==> src/rtl/subneg_if.sv <==
// rtl/subneg_if.sv - Controller to datapath/memory signal bundle for the SUBNEG sequencer
interface subneg_if #(parameter int WIDTH = 8);
    logic             start;
    logic             stop;
    logic [WIDTH-1:0] pc;
    logic             rom_rd;
    logic [WIDTH-1:0] rom_addr;
    logic [WIDTH-1:0] rom_q;
    logic             dmem_rd;
    logic             dmem_we;
    logic [WIDTH-1:0] dmem_addr;
    logic [WIDTH-1:0] dmem_q;
    logic             op1_ld;
    logic             op2_ld;
    logic             neg;
    logic             pc_ld;
    logic             pc_sel;
    logic [WIDTH-1:0] br_target;
    logic             busy;
    logic             halted;

    modport master (
        input  start, stop, pc, rom_q, dmem_q, neg,
        output rom_rd, rom_addr, dmem_rd, dmem_we, dmem_addr,
               op1_ld, op2_ld, pc_ld, pc_sel, br_target, busy, halted
    );

    modport slave (
        output start, stop, pc, rom_q, dmem_q, neg,
        input  rom_rd, rom_addr, dmem_rd, dmem_we, dmem_addr,
               op1_ld, op2_ld, pc_ld, pc_sel, br_target, busy, halted
    );
endinterface

==> src/rtl/subneg_ctrl.sv <==
// rtl/subneg_ctrl.sv - Fetch/read/execute/writeback sequencer for the SUBNEG one-instruction CPU
module subneg_ctrl #(
    parameter int WIDTH = 8
) (
    input  logic      clk,
    input  logic      rst,
    subneg_if.master  bus
);

    typedef enum logic [3:0] {
        S_IDLE, S_FA, S_FB, S_FC, S_RA, S_RB, S_EX, S_WB, S_HALT
    } state_t;

    state_t           state_q, state_d;
    logic [WIDTH-1:0] a_q, a_d, b_q, b_d, c_q, c_d;
    logic             stop_pend_q, stop_pend_d;
    logic             rom_rd_q, rom_rd_d;
    logic [1:0]       rom_off_q, rom_off_d;
    logic             dmem_rd_q, dmem_rd_d;
    logic             dmem_we_q, dmem_we_d;
    logic [WIDTH-1:0] dmem_addr_q, dmem_addr_d;
    logic             op1_ld_q, op1_ld_d;
    logic             op2_ld_q, op2_ld_d;
    logic             pc_ld_q, pc_ld_d;
    logic             busy_q, busy_d;
    logic             halted_q, halted_d;
    logic             self_branch;

    // A taken branch back onto its own address can never make progress.
    assign self_branch = bus.neg && (c_q == bus.pc);

    always_comb begin
        state_d     = state_q;
        a_d         = a_q;
        b_d         = b_q;
        c_d         = c_q;
        stop_pend_d = stop_pend_q;

        case (state_q)
            S_IDLE: if (bus.start) state_d = S_FA;
            S_FA:   state_d = S_FB;
            S_FB: begin
                a_d     = bus.rom_q;
                state_d = S_FC;
            end
            S_FC: begin
                b_d     = bus.rom_q;
                state_d = S_RA;
            end
            S_RA: begin
                c_d     = bus.rom_q;
                state_d = S_RB;
            end
            S_RB:   state_d = S_EX;
            S_EX:   state_d = S_WB;
            S_WB: begin
                if (self_branch)                   state_d = S_HALT;
                else if (stop_pend_q || bus.stop)  state_d = S_IDLE;
                else                               state_d = S_FA;
            end
            S_HALT: state_d = S_HALT;
            default: state_d = S_IDLE;
        endcase

        if (bus.stop && (state_q inside {S_FA, S_FB, S_FC, S_RA, S_RB, S_EX}))
            stop_pend_d = 1'b1;
        if (state_d == S_IDLE)
            stop_pend_d = 1'b0;

        // Outputs are decoded from the next state so they leave the flops clean.
        rom_rd_d  = state_d inside {S_FA, S_FB, S_FC};
        dmem_rd_d = state_d inside {S_RA, S_RB};
        dmem_we_d = (state_d == S_WB);
        op1_ld_d  = (state_d == S_RB);
        op2_ld_d  = (state_d == S_EX);
        pc_ld_d   = (state_d == S_WB);
        busy_d    = !(state_d inside {S_IDLE, S_HALT});
        halted_d  = (state_d == S_HALT);

        case (state_d)
            S_FB:    rom_off_d = 2'd1;
            S_FC:    rom_off_d = 2'd2;
            default: rom_off_d = 2'd0;
        endcase

        case (state_d)
            S_RA:       dmem_addr_d = a_d;
            S_RB, S_WB: dmem_addr_d = b_d;
            default:    dmem_addr_d = '0;
        endcase
    end

    always_ff @(posedge clk or negedge rst) begin
        if (!rst) begin
            state_q     <= S_IDLE;
            a_q         <= '0;
            b_q         <= '0;
            c_q         <= '0;
            stop_pend_q <= 1'b0;
            rom_rd_q    <= 1'b0;
            rom_off_q   <= 2'd0;
            dmem_rd_q   <= 1'b0;
            dmem_we_q   <= 1'b0;
            dmem_addr_q <= '0;
            op1_ld_q    <= 1'b0;
            op2_ld_q    <= 1'b0;
            pc_ld_q     <= 1'b0;
            busy_q      <= 1'b0;
            halted_q    <= 1'b0;
        end else begin
            state_q     <= state_d;
            a_q         <= a_d;
            b_q         <= b_d;
            c_q         <= c_d;
            stop_pend_q <= stop_pend_d;
            rom_rd_q    <= rom_rd_d;
            rom_off_q   <= rom_off_d;
            dmem_rd_q   <= dmem_rd_d;
            dmem_we_q   <= dmem_we_d;
            dmem_addr_q <= dmem_addr_d;
            op1_ld_q    <= op1_ld_d;
            op2_ld_q    <= op2_ld_d;
            pc_ld_q     <= pc_ld_d;
            busy_q      <= busy_d;
            halted_q    <= halted_d;
        end
    end

    // The PC changes on the edge that enters FA, so the fetch address tracks it live.
    assign bus.rom_addr  = rom_rd_q ? (bus.pc + WIDTH'(rom_off_q)) : '0;
    assign bus.rom_rd    = rom_rd_q;
    assign bus.dmem_rd   = dmem_rd_q;
    assign bus.dmem_we   = dmem_we_q;
    assign bus.dmem_addr = dmem_addr_q;
    assign bus.op1_ld    = op1_ld_q;
    assign bus.op2_ld    = op2_ld_q;
    assign bus.pc_ld     = pc_ld_q;
    assign bus.pc_sel    = pc_ld_q & bus.neg;
    assign bus.br_target = c_q;
    assign bus.busy      = busy_q;
    assign bus.halted    = halted_q;

endmodule

==> src/flat_wrapper.sv <==
// flat-port wrapper written by rule: the top's interface ports become plain ports
module subneg_ctrl_flat 
#(
    parameter int WIDTH = 8
)
  (clk, rst, bus_start, bus_stop, bus_pc, bus_rom_q, bus_dmem_q, bus_neg, bus_rom_rd, bus_rom_addr, bus_dmem_rd, bus_dmem_we, bus_dmem_addr, bus_op1_ld, bus_op2_ld, bus_pc_ld, bus_pc_sel, bus_br_target, bus_busy, bus_halted);
  subneg_if #(.WIDTH(WIDTH)) bus_i ();
  input  logic clk;
  input  logic rst;
  input wire logic [$bits(bus_i.start)-1:0] bus_start;
  input wire logic [$bits(bus_i.stop)-1:0] bus_stop;
  input wire logic [$bits(bus_i.pc)-1:0] bus_pc;
  input wire logic [$bits(bus_i.rom_q)-1:0] bus_rom_q;
  input wire logic [$bits(bus_i.dmem_q)-1:0] bus_dmem_q;
  input wire logic [$bits(bus_i.neg)-1:0] bus_neg;
  output wire logic [$bits(bus_i.rom_rd)-1:0] bus_rom_rd;
  output wire logic [$bits(bus_i.rom_addr)-1:0] bus_rom_addr;
  output wire logic [$bits(bus_i.dmem_rd)-1:0] bus_dmem_rd;
  output wire logic [$bits(bus_i.dmem_we)-1:0] bus_dmem_we;
  output wire logic [$bits(bus_i.dmem_addr)-1:0] bus_dmem_addr;
  output wire logic [$bits(bus_i.op1_ld)-1:0] bus_op1_ld;
  output wire logic [$bits(bus_i.op2_ld)-1:0] bus_op2_ld;
  output wire logic [$bits(bus_i.pc_ld)-1:0] bus_pc_ld;
  output wire logic [$bits(bus_i.pc_sel)-1:0] bus_pc_sel;
  output wire logic [$bits(bus_i.br_target)-1:0] bus_br_target;
  output wire logic [$bits(bus_i.busy)-1:0] bus_busy;
  output wire logic [$bits(bus_i.halted)-1:0] bus_halted;
  assign bus_i.start = bus_start;
  assign bus_i.stop = bus_stop;
  assign bus_i.pc = bus_pc;
  assign bus_i.rom_q = bus_rom_q;
  assign bus_i.dmem_q = bus_dmem_q;
  assign bus_i.neg = bus_neg;
  assign bus_rom_rd = bus_i.rom_rd;
  assign bus_rom_addr = bus_i.rom_addr;
  assign bus_dmem_rd = bus_i.dmem_rd;
  assign bus_dmem_we = bus_i.dmem_we;
  assign bus_dmem_addr = bus_i.dmem_addr;
  assign bus_op1_ld = bus_i.op1_ld;
  assign bus_op2_ld = bus_i.op2_ld;
  assign bus_pc_ld = bus_i.pc_ld;
  assign bus_pc_sel = bus_i.pc_sel;
  assign bus_br_target = bus_i.br_target;
  assign bus_busy = bus_i.busy;
  assign bus_halted = bus_i.halted;
  subneg_ctrl #(.WIDTH(WIDTH)) u_core (.clk(clk), .rst(rst), .bus(bus_i));
endmodule
==> config.mk <==
export PLATFORM = sky130hd
export DESIGN_NAME = subneg_ctrl_flat
export DESIGN_NICKNAME = d
export VERILOG_FILES = /design/src/rtl/subneg_if.sv /design/src/rtl/subneg_ctrl.sv /design/src/flat_wrapper.sv
export SDC_FILE = /design/constraint.sdc
export NUM_CORES = 1
export LEC_CHECK = 0
export BUFFER_PORTS_ARGS = -buffer_cell sky130_fd_sc_hd__buf_2
export CAP_MARGIN = 25
export CORE_UTILIZATION = 45
export DETAILED_ROUTE_END_ITERATION = 10
export HOLD_SLACK_MARGIN = 0.1
export PLACE_DENSITY = 0.74
export SYNTH_ARGS = -nofsm -noshare
export SYNTH_HDL_FRONTEND = slang
export SYNTH_SLANG_ARGS = --single-unit
==> constraint.sdc <==
create_clock -name clk -period 1.6 [get_ports clk]
set_input_delay 0.16 -clock clk [delete_from_list [all_inputs] [get_ports clk]]
set_output_delay 0.16 -clock clk [all_outputs]
set_load 0.02 [all_outputs]
======== After elaboration in Yosys (flattened, before gate mapping) ========
Cells that the tools add are included.
Widths: inputs -> output; s select.
storage, ports and cells
  register bits after elaboration ......... 46
  bits of input ports ..................... 29
  output and inout port bits .............. 33
  word-level logic and storage cells ...... 56
operators by class
  add/subtract/negate cells ............... 1
  eq/ne operators ......................... 17
  muxes and demuxes ....................... 11
  bitwise gates (word level) .............. 1
  reductions and logical operators ........ 12
operators by type and width
  cell                count
  $pmux 4 s9          1
  $eq 4x3->1 const B  8
  $mux 8              3
  $eq 4x2->1 const B  4
  $pmux 8 s2          1
  $add 8x2->8         1
  $eq 4x1->1 const B  2
  $eq 4x4->1 const B  2
  $eq 8x8->1          1
  $logic_not 4->1     2
  $mux 4              2
  $reduce_bool 2->1   3
  $reduce_bool 6->1   1
  $pmux 2 s2          1
  $mux 1              3
  $reduce_bool 3->1   1
  $logic_and 1x1->1   2
  $reduce_or 2->1     1
  $and 1x1->1         1
  $logic_not 1->1     1
  $logic_or 1x1->1    1

======== Logic depth before layout (Yosys ltp) ========
Gate-level depths: netlist (run 1).
  word-level depth ........................ 7
  mapped depth ............................ 6
  gate-level depth less buffers ........... 5

======== Least setup slack after synthesis (run 1) ========
No wires, ideal clock.
  path type ............................... reg-to-output
  from .................................... reg u_core.rom_off_q[0]
  to ...................................... out bus_rom_addr[6]
  data arrival time ....................... 1.399 ns
  data required time ...................... 1.440 ns
  setup slack ............................. 0.041 ns
  stages on the path, launching flop included .. 6
  path buffers ............................ 0
  path through ............................ dfrtp_1 > ha_1 > fa_1 > nand3_1 > xnor2_1 > and2_1
on the way
  cells in the longest elaborated chain, start to end .. 2
ends and longest elaborated chain
  what                    RTL line            text
  start, declared         subneg_ctrl.sv:18   logic [1:0] rom_off_q, rom_off_d;
  start signal, assigned  subneg_ctrl.sv:117  rom_off_q <= rom_off_d;
  $add 8x2->8             subneg_ctrl.sv:130  assign bus.rom_addr = rom_rd_q ? (bus.pc + WIDTH'(rom_off_q)) : '0;
  $mux 8                  subneg_ctrl.sv:130
  end, declared           flat_wrapper.sv:17  output wire logic [$bits(bus_i.rom_addr)-1:0] bus_rom_addr;
No other way between the ends.

======== Final worst setup path (run 1) ========
Ends and elaborated chain as after synthesis.

==> results.toml, run 1 <==
[finish]
syn_to_final_growth_pct = 33.7
drive_above_1_share_pct = 49.8
final_cell_count_no_fill = 291
num_antenna_cells = 0
finalInstanceArea_um2 = 2780
nNetsFinal = 270

[yosys]
synth_area_leaders = "dfrtp_1, mux2_2, xnor2_1, and2_1, a32oi_1"
syn_area_um2 = 2080
synth_top_area_share_pct = 55.5
synth_area_per_cell_um2 = 12.4
synthCells = 167
synthMostInstantiatedCell = "dfrtp_1"
synth_area_leader_cell = "dfrtp_1"
syn-num-nets = 199
synth-edff-count = 0
synth-async-reset-ratio_pct = 100
synthTopCellsByCount = "dfrtp_1, mux2_2, nor2_1"
synth.distinct_cells = 30
synth_seq_cells = 46
synth-main-ff-cell = "dfrtp_1"
yosysSeqAreaShare_pct = 55.5
synth_warnings = 0

[timing]
drv_slew = 0
hold_violations = 0
max_slew_margin_pct = 71.3
worst_pin_slew_ns = 0.431
rsz0062_at_grt = "true"
fin_hold_ws_ns = 0.120
finalCriticalPeriod_ns = 1.92
setup_ws_ns = -0.317
max_freq_mhz = 522
fin_crit_sh_pct = 120
skew_ns = 0.00340
setup_viol = 7

[grt]
grt_pass1_wl_um = 7760
antenna_found_initial = 0
grt-ovfl-total = 0
grt_max_degree = 29
grt_util_all_layers_pct = 20.8
grt_pass1_vias = 1637

[drt]
drc_errors = 0
wl_per_cell_um = 16.3
wirelength_um = 4750
via_per_inst = 5.32
ant_nets = 0
first_pass_iters = 4
first_iter_violations = 99
vias = 1547

[job]
cap_viol_max_count = 0

[power]
leakage_nw = 1.30
sw_frac_of_total_pct = 38.1
power-per-cell-area_nw_per_um2 = 2010
switching_power_w = 0.00212
seqPwrFrac_pct = 36.7
intPower_w = 0.00345
pwr-share-clk_pct = 15.3
ir_worst_vdd_v = 0.00109
p_comb_share_pct = 48.0

[critical_path]
worstSetupEndpointType = "output pin"
cp_slowest_stage_delay_ns = 0.41
path_delay_family = "adder cells"
slowest_stage = "dfrtp_1"
path_class = "flop to output pin"
r2r_cells = 4
path_buf_inv = 1
crit_arrival_ns = 1.76
crit_chain = "ha_4 > fa_2 > nand3_2 > xnor2_2 > and2_4 > buf_6"
r2r_start = "u_core.bus.br_target[5]"
start_kind = "flop"
reg2reg_slack_ns = 0.01
required_ns = 1.44
critPathMaxFanout = 3
reg2reg_to = "u_core.stop_pend_q"

[status]
status = "finished, violations left"
failed_checks = "setup timing"

[placement]
placed_cells = 279
dp_hpwl_um = 3310
post-place-ws_ns = -0.0763
dpl-instance-area_um2 = 2510
io_buffers = 53
gp_congestion = 0.972

[clock_tree]
cts.sinks = 46
insertion_delay_ns = 0.30
cts_made_buffers = 5
h-tree-depth = 2
cts_root_buffer = "clkbuf_8"
cts_tree = "done"
clk_pin_slew_ns = 0.08
clockBufferDepth = 2

[min_path]
hp-start = "bus_rom_q[7]"
hold_path_end = "u_core.b_q[7]"
hp-class = "input pin to flop"
holdPathStages = 2

[die]
dieArea_um2 = 4890
rows = 24
io_pins = 62
die_w_um = 69.9
core_um2 = 4380
start_util_pct = 47.3
die_h_um = 69.9
[metal layers]
| metal | global-route usage, % | vias to the layer above | part of all wire [%] |
|---|---|---|---|
| met2 | 34.3 | 37 | 50 |
| met5 | 0 | - | 0 |
| met4 | 6.44 | 0 | 1.8 |
| met3 | 5.34 | 11 | 3.9 |
| li1 | - | 723 | - |
| met1 | 27.0 | 776 | 45 |
[kinds of logic (layout without fill, tap and decap cells)]
kind of cell	count (synthesis)	after routing	share of synthesized area [%]
AND/OR/NAND/NOR	53	53	14.9
buffers and inverters	8	80	2.05
flip-flops	46	46	55.5
XOR/XNOR	15	15	6.33
AO/OA/AOI/OAI	18	18	6.03
multiplexers	24	24	13.0
adder cells (fa/ha/maj)	3	3	2.17
[through the flow]
stage	TNS (ns)	util (%)	power, W
2_1_floorplan	0	-	0.00358
3_3_place_gp	-0.0714	57.2	0.00440
3_5_place_dp	-0.115	57.2	0.00447
4_1_cts	-2.06	61.6	0.00545
5_1_grt	-2.48	63.3	0.00592
6_report	-2.01	63.3	0.00557
[how the worst max path moves through the flow]
stage | start | endpoint | slack (ns) | cells after the start
6_report | u_core.rom_off_q[0] | bus_rom_addr[6] | -0.32 | 6
4_1_cts | u_core.rom_off_q[0] | bus_rom_addr[6] | -0.34 | 6
3_5_place_dp | u_core.rom_off_q[0] | bus_rom_addr[6] | -0.08 | 6
5_1_grt | u_core.rom_off_q[0] | bus_rom_addr[6] | -0.39 | 6
2_1_floorplan | u_core.rom_off_q[0] | bus_rom_addr[6] | 0.04 | 5
3_3_place_gp | u_core.rom_off_q[0] | bus_rom_addr[4] | -0.03 | 6
[placed cells by master, fill, tap and decap left out, types with 2 or more instances in the layout]
cell type   n
nand3_2     2
buf_2      46
nand4b_1    2
buf_4      14
mux2_2     24
xnor2_1    11
xnor2_2     3
and2_1      9
buf_12      3
nand2b_1    2
a31oi_1     3
nor2_1     15
dfrtp_1    45
nand2_1     7
clkbuf_8    5
a21oi_1     3
nor3_4      3
a32oi_1     7
buf_6       7
nor3_1      3
o21ai_0     2
[sequential cells by signal, summed over array words and instances (netlist names), 2 cells and up]
name	flops
u_core.a_q	8
u_core.b_q	8
u_core.bus.dmem_addr	8
u_core.state_q	4
u_core.rom_off_q	2
u_core.bus.br_target	8
[area by class of cell]
type,count,area [um2]
Fill cell,332,1610
Sequential cell,46,1150
Multi-Input combinational cell,113,960
Timing Repair Buffer,71,484
Clock buffer,6,72.6
Tap cell,52,65.1
Clock inverter,2,37.5
Inverter,1,3.75
[repair_timing]
item | 4_1_cts | 5_1_grt
hold endpoints to repair | 18 | 0
hold buffers | 1 | 0
cloned | 0 | 0
gates resized for setup | 16 | 13
pin swaps | 4 | 6
setup buffers | 2 | 1
setup endpoints to repair | 8 | 10
[power by group through the flow]
stage               sequential, W  clock [W]  combinational [W]
floorplan                 0.00222          0            0.00136
global placement          0.00203          0            0.00238
detailed placement        0.00205          0            0.00243
CTS                       0.00203   0.000875            0.00255
finish                    0.00205   0.000850            0.00267
global route              0.00210   0.000930            0.00289
Note: power is estimated with default switching activity, not from simulation.
==> run 2, diff against run 1 <==
Settings changed: CELL_PAD_IN_SITES_DETAIL_PLACEMENT set to 0, CELL_PAD_IN_SITES_GLOBAL_PLACEMENT set to 1, CORE_UTILIZATION 45 to 36, PLACE_DENSITY 0.74 to not set, PLACE_DENSITY_LB_ADDON set to 0.1.
==> run 2 against run 1 <==
  * The run still ends with setup timing left
  * Worst hold slack better by 0.020 ns
  * Routed wire length up 1.5%
  * Cell area is 0.86% higher
  * First-iteration DRC count fell by 17%
  * Fmax up 0.95%
  * Die area is 24% higher
  * Final cell count up 7.9%
  * Global-route usage down 3.4 points
  * Via count shrank 0.26%
  * Combinational power hardly changed
  * Setup slack better by 0.018 ns
  * Count of clock-buffer cells in the layout increased by 1
  * Critical endpoint is now bus_rom_addr[4]
  * Largest cell class unchanged
  * Highest routed layer unchanged
==> results.toml, run 2 (synthesis results as in run 1) <==
[status]
status = "finished, violations left"
failed_checks = "setup timing"

[clock_tree]
clk_pin_slew_ns = 0.08
cts_made_buffers = 5
h-tree-depth = 2
cts_tree = "done"
cts.sinks = 46
clockBufferDepth = 2
cts_root_buffer = "clkbuf_8"
insertion_delay_ns = 0.29

[placement]
dp_hpwl_um = 3600
gp_congestion = 0.820
io_buffers = 53
post-place-ws_ns = -0.101

[timing]
max_freq_mhz = 526
tns_ns = -1.75
fin_crit_sh_pct = 119
hold_violations = 0
skew_ns = 0.00500
rsz0062_at_grt = "true"
max_slew_margin_pct = 58.2
setup_ws_ns = -0.299
drv_slew = 0
finalCriticalPeriod_ns = 1.90
setup_viol = 7
worst_pin_slew_ns = 0.627

[die]
start_util_pct = 37.5
rows = 27
die_h_um = 77.9
core_um2 = 5540
dieArea_um2 = 6070
io_pins = 62
die_w_um = 77.9

[critical_path]
worstSetupEndpointType = "output pin"
critPathMaxFanout = 3
required_ns = 1.44
path_class = "flop to output pin"
crit_arrival_ns = 1.74
start_kind = "flop"
reg2reg_slack_ns = 0.14
r2r_start = "u_core.bus.br_target[6]"
r2r_cells = 4
reg2reg_to = "u_core.stop_pend_q"

[min_path]
hold_path_end = "u_core.b_q[1]"
hp-start = "bus_rom_q[1]"
hp-class = "input pin to flop"
holdPathStages = 2

[drt]
first_iter_violations = 82
top_layer = "met4"
wl_met1_um = 2180
wl_per_cell_um = 15.3
ant_nets = 0
wl_met3_um = 239
first_pass_iters = 4
drc_errors = 0
wirelength_um = 4820
wl_met2_um = 2360
via_per_inst = 4.91
vias = 1543

[finish]
drive_above_1_share_pct = 48.8
syn_to_final_growth_pct = 34.8
regArea_um2 = 1150
nNetsFinal = 273
final_cell_mix = "buf_2, dfrtp_1, mux2_2, buf_4, nor2_1"
multi_input_area_um2 = 957
num_antenna_cells = 0
fillCellCount = 531

[power]
power-per-cell-area_nw_per_um2 = 1970
leakage_nw = 1.30
ir_worst_vdd_v = 0.000718

[grt]
grt_pass1_wl_um = 8000
grt_util_all_layers_pct = 17.4
grt_max_degree = 28
grt-ovfl-total = 0
antenna_found_initial = 0
grt_pass1_vias = 1598

[job]
cap_viol_max_count = 0
[run 2: worst max-delay path by stage]
| stage | from | end | slack (ns) | cells after the start |
|---|---|---|---|---|
| 5_1_grt | u_core.rom_off_q[0] | bus_rom_addr[6] | -0.37 | 6 |
| 3_5_place_dp | u_core.rom_off_q[0] | bus_rom_addr[4] | -0.10 | 6 |
| 4_1_cts | u_core.rom_off_q[0] | bus_rom_addr[4] | -0.35 | 6 |
| 3_3_place_gp | u_core.rom_off_q[0] | bus_rom_addr[4] | -0.04 | 6 |
| 6_report | u_core.rom_off_q[0] | bus_rom_addr[4] | -0.30 | 6 |
| 2_1_floorplan | u_core.rom_off_q[0] | bus_rom_addr[6] | 0.04 | 5 |
[run 2: cell type report]
cell class	count	area share, %
clock buffer	7	2.73
clock inverter	1	1.07
inverter	1	0.134
multi-input combinational	113	34.2
sequential	46	41.1
tap	72	3.22
timing repair buffer	74	17.5
[run 2: where the power goes]
group / internal, W / switching, W / leakage [nW] / total, W
clock: 0.000467 / 0.000360 / 0.0524 / 0.000827
combinational: 0.00131 / 0.00138 / 0.679 / 0.00269
sequential: 0.00167 / 0.000319 / 0.567 / 0.00199
total: 0.00345 / 0.00205 / 1.30 / 0.00551
[run 2: worst max-delay path, cell delays in order (launching register included)]
cell and delay, ns:
dfrtp_1 0.41, ha_4 0.18, fa_2 0.38, nand3_2 0.10, xnor2_2 0.10, and2_1 0.16
buf_6 0.12
[run 2: per-layer routing]
metal  global-route usage [%]  vias up
li1                         -      732
met1                     23.0      757
met2                     28.1       47
met3                     4.59        7
met4                     5.00        0
met5                        0        -
[run 2: timing repair]
action | in CTS | in global routing
pin swaps | 2 | 5
buffers inserted | 0 | 2
hold buffers | 1 | 0
endpoints found under the setup margin | 7 | 8
hold endpoints to repair | 25 | 0
resized for setup | 13 | 12
[run 2: per-stage QoR]
stage / area [um2] / std cells / hold slack (ns) / utilization, % / power (W)
2_1_floorplan: 2080 / 167 / -0.136 / - / 0.00358
3_3_place_gp: 2550 / 303 / 0.200 / 46.1 / 0.00448
3_5_place_dp: 2550 / 303 / 0.224 / 46.1 / 0.00455
4_1_cts: 2720 / 312 / 0.131 / 49.1 / 0.00546
5_1_grt: 2800 / 314 / 0.133 / 50.5 / 0.00590
6_report: 2800 / 314 / 0.140 / 50.5 / 0.00551
==> run 3, diff against run 2 <==
Settings changed: BUFFER_PORTS_ARGS -buffer_cell sky130_fd_sc_hd__buf_2 to not set, CORE_UTILIZATION 36 to 44, DONT_BUFFER_PORTS set to 1.
==> run 3 against run 2 <==
  * The run ends with DRC, setup timing left
  * Setup slack improved by 0.11 ns
  * Worst hold slack worse by 0.0099 ns
  * Utilization is 7.6 points higher
  * Cell area shrank 7.7%
  * Sequential power increased by 9%
  * Die area down 18%
  * Global-route usage is 1.6 points higher
  * Non-clock buffer count shrank 42
  * Critical path type unchanged
  * Critical endpoint is now bus_rom_addr[6]
  * Largest power group unchanged
==> results.toml, run 3 (synthesis results as in run 1) <==
[timing]
rsz0062_at_grt = "true"
fin_hold_ws_ns = 0.130
setup_viol = 7
max_freq_mhz = 558
skew_ns = 0.00648
worst_pin_slew_ns = 0.517
fin_crit_sh_pct = 112
setup_ws_ns = -0.193
finalCriticalPeriod_ns = 1.79
drv_slew = 0
max_slew_margin_pct = 65.4
hold_violations = 0

[critical_path]
path_class = "flop to output pin"
required_ns = 1.44
worstSetupEndpointType = "output pin"
reg2reg_to = "u_core.stop_pend_q"
crit_arrival_ns = 1.63
cp_slowest_stage_delay_ns = 0.40
crit_cells = 5
reg2reg_slack_ns = 0.10
path_buf_inv = 0
r2r_cells = 4
crit_chain = "ha_4 > fa_2 > nand3_2 > xnor2_2 > and2_4"
r2r_start = "u_core.state_q[0]"
start_kind = "flop"
critPathMaxFanout = 3
path_delay_family = "adder cells"
slowest_stage = "dfrtp_1"

[placement]
dp_hpwl_um = 3170
gp_congestion = 0.774
dpl-instance-area_um2 = 2270
io_buffers = 0
placed_cells = 231
post-place-ws_ns = -0.0555

[finish]
nNetsFinal = 231
fillCellCount = 372
syn_to_final_growth_pct = 24.4
final_cell_mix = "dfrtp_1, mux2_2, buf_4, nor2_1, xnor2_1"
final_common_cell = "dfrtp_1"
finalInstanceArea_um2 = 2580
drive_above_1_share_pct = 35.5
final_cell_count_no_fill = 252
num_antenna_cells = 0

[die]
core_um2 = 4440
rows = 24
start_util_pct = 46.7
die_w_um = 70.7
dieArea_um2 = 5000
io_pins = 62
die_h_um = 70.7

[drt]
first_pass_iters = 7
first_iter_violations = 85
wl_per_cell_um = 17.5
drc_errors = 16
wirelength_um = 4400
vias = 1393
via_per_inst = 5.53
ant_nets = 0

[clock_tree]
cts_root_buffer = "clkbuf_8"
cts.sinks = 46
insertion_delay_ns = 0.29
cts_tree = "done"
clockBufferDepth = 2
h-tree-depth = 2
clk_pin_slew_ns = 0.08
cts_made_buffers = 5

[grt]
grt_max_degree = 47
grt_pass1_vias = 1480
grt_pass1_wl_um = 7320
grt_util_all_layers_pct = 18.9
antenna_found_initial = 0
grt-ovfl-total = 0

[min_path]
hp-start = "bus_start"
hp-class = "input pin to flop"
holdPathStages = 2
hold_path_end = "u_core.bus.rom_rd"

[power]
sw_frac_of_total_pct = 37.6
leakage_nw = 1.11
seqPwrFrac_pct = 41.4
ir_worst_vdd_v = 0.000810
report.power.total_w = 0.00524
pwr-share-clk_pct = 16.3
power-per-cell-area_nw_per_um2 = 2030
p_comb_share_pct = 42.4
switching_power_w = 0.00197
intPower_w = 0.00327

[status]
failed_checks = "DRC, setup timing"
status = "finished, violations left"

[job]
cap_viol_max_count = 0
## run 3: cell types whose count changed in the layout (fill, tap and decap cells not counted), moves of 2 or more
cell           before  now
buf_2              46    0
and2_4              0    7
buf_6               6    0
dlygate4sd3_1       1   11
and2_1             10    3
xnor2_1            11   13
xnor2_2             3    1
## run 3: worst max-delay path by stage
stage,startpoint,end
floorplan,u_core.rom_off_q[0],bus_rom_addr[6]
global placement,u_core.rom_off_q[0],bus_rom_addr[6]
detailed placement,u_core.rom_off_q[0],bus_rom_addr[6]
CTS,u_core.rom_off_q[1],bus_rom_addr[7]
global route,u_core.rom_off_q[0],bus_rom_addr[6]
finish,u_core.rom_off_q[0],bus_rom_addr[6]
## run 3: power groups by stage
stage                     Sequential [W]  Combinational, W  Clock [W]
after floorplan                  0.00222           0.00136          0
after global placement           0.00216           0.00205          0
after detailed placement         0.00219           0.00208          0
after CTS                        0.00217           0.00220   0.000869
after global routing             0.00223           0.00243   0.000918
final                            0.00217           0.00222   0.000852
## run 3: metal layers
metal	share of wire (%)	vias up	GRT usage (%)
li1	-	651	-
met1	45	695	24.2
met2	48	41	32.3
met3	6.6	6	5.56
met4	1.2	0	4.00
met5	0	-	0
## run 3: area by class of cell
type | count | area, um2 | share of cell area [%]
inverter | 1 | 3.75 | 0.145
timing repair buffer | 32 | 313 | 12.1
sequential | 46 | 1150 | 44.6
multi-input combinational | 113 | 940 | 36.4
tap | 52 | 65.1 | 2.52
clock buffer | 6 | 72.6 | 2.81
clock inverter | 2 | 37.5 | 1.45
## run 3: metrics by stage
step,utilization [%],setup TNS (ns)
2_1_floorplan,-,0
3_3_place_gp,51.1,-0.00418
6_report,58.1,-1.07
4_1_cts,57.5,-1.52
3_5_place_dp,51.1,-0.0688
5_1_grt,58.1,-1.51
## run 3: timing repair
action / in CTS / in global routing
gates cloned: 0 / 0
resized for setup: 16 / 6
endpoints found under the setup margin: 7 / 8
buffers inserted: 0 / 1
pin swaps: 3 / 5
endpoints found under the hold margin: 72 / 0
hold buffers: 12 / 0
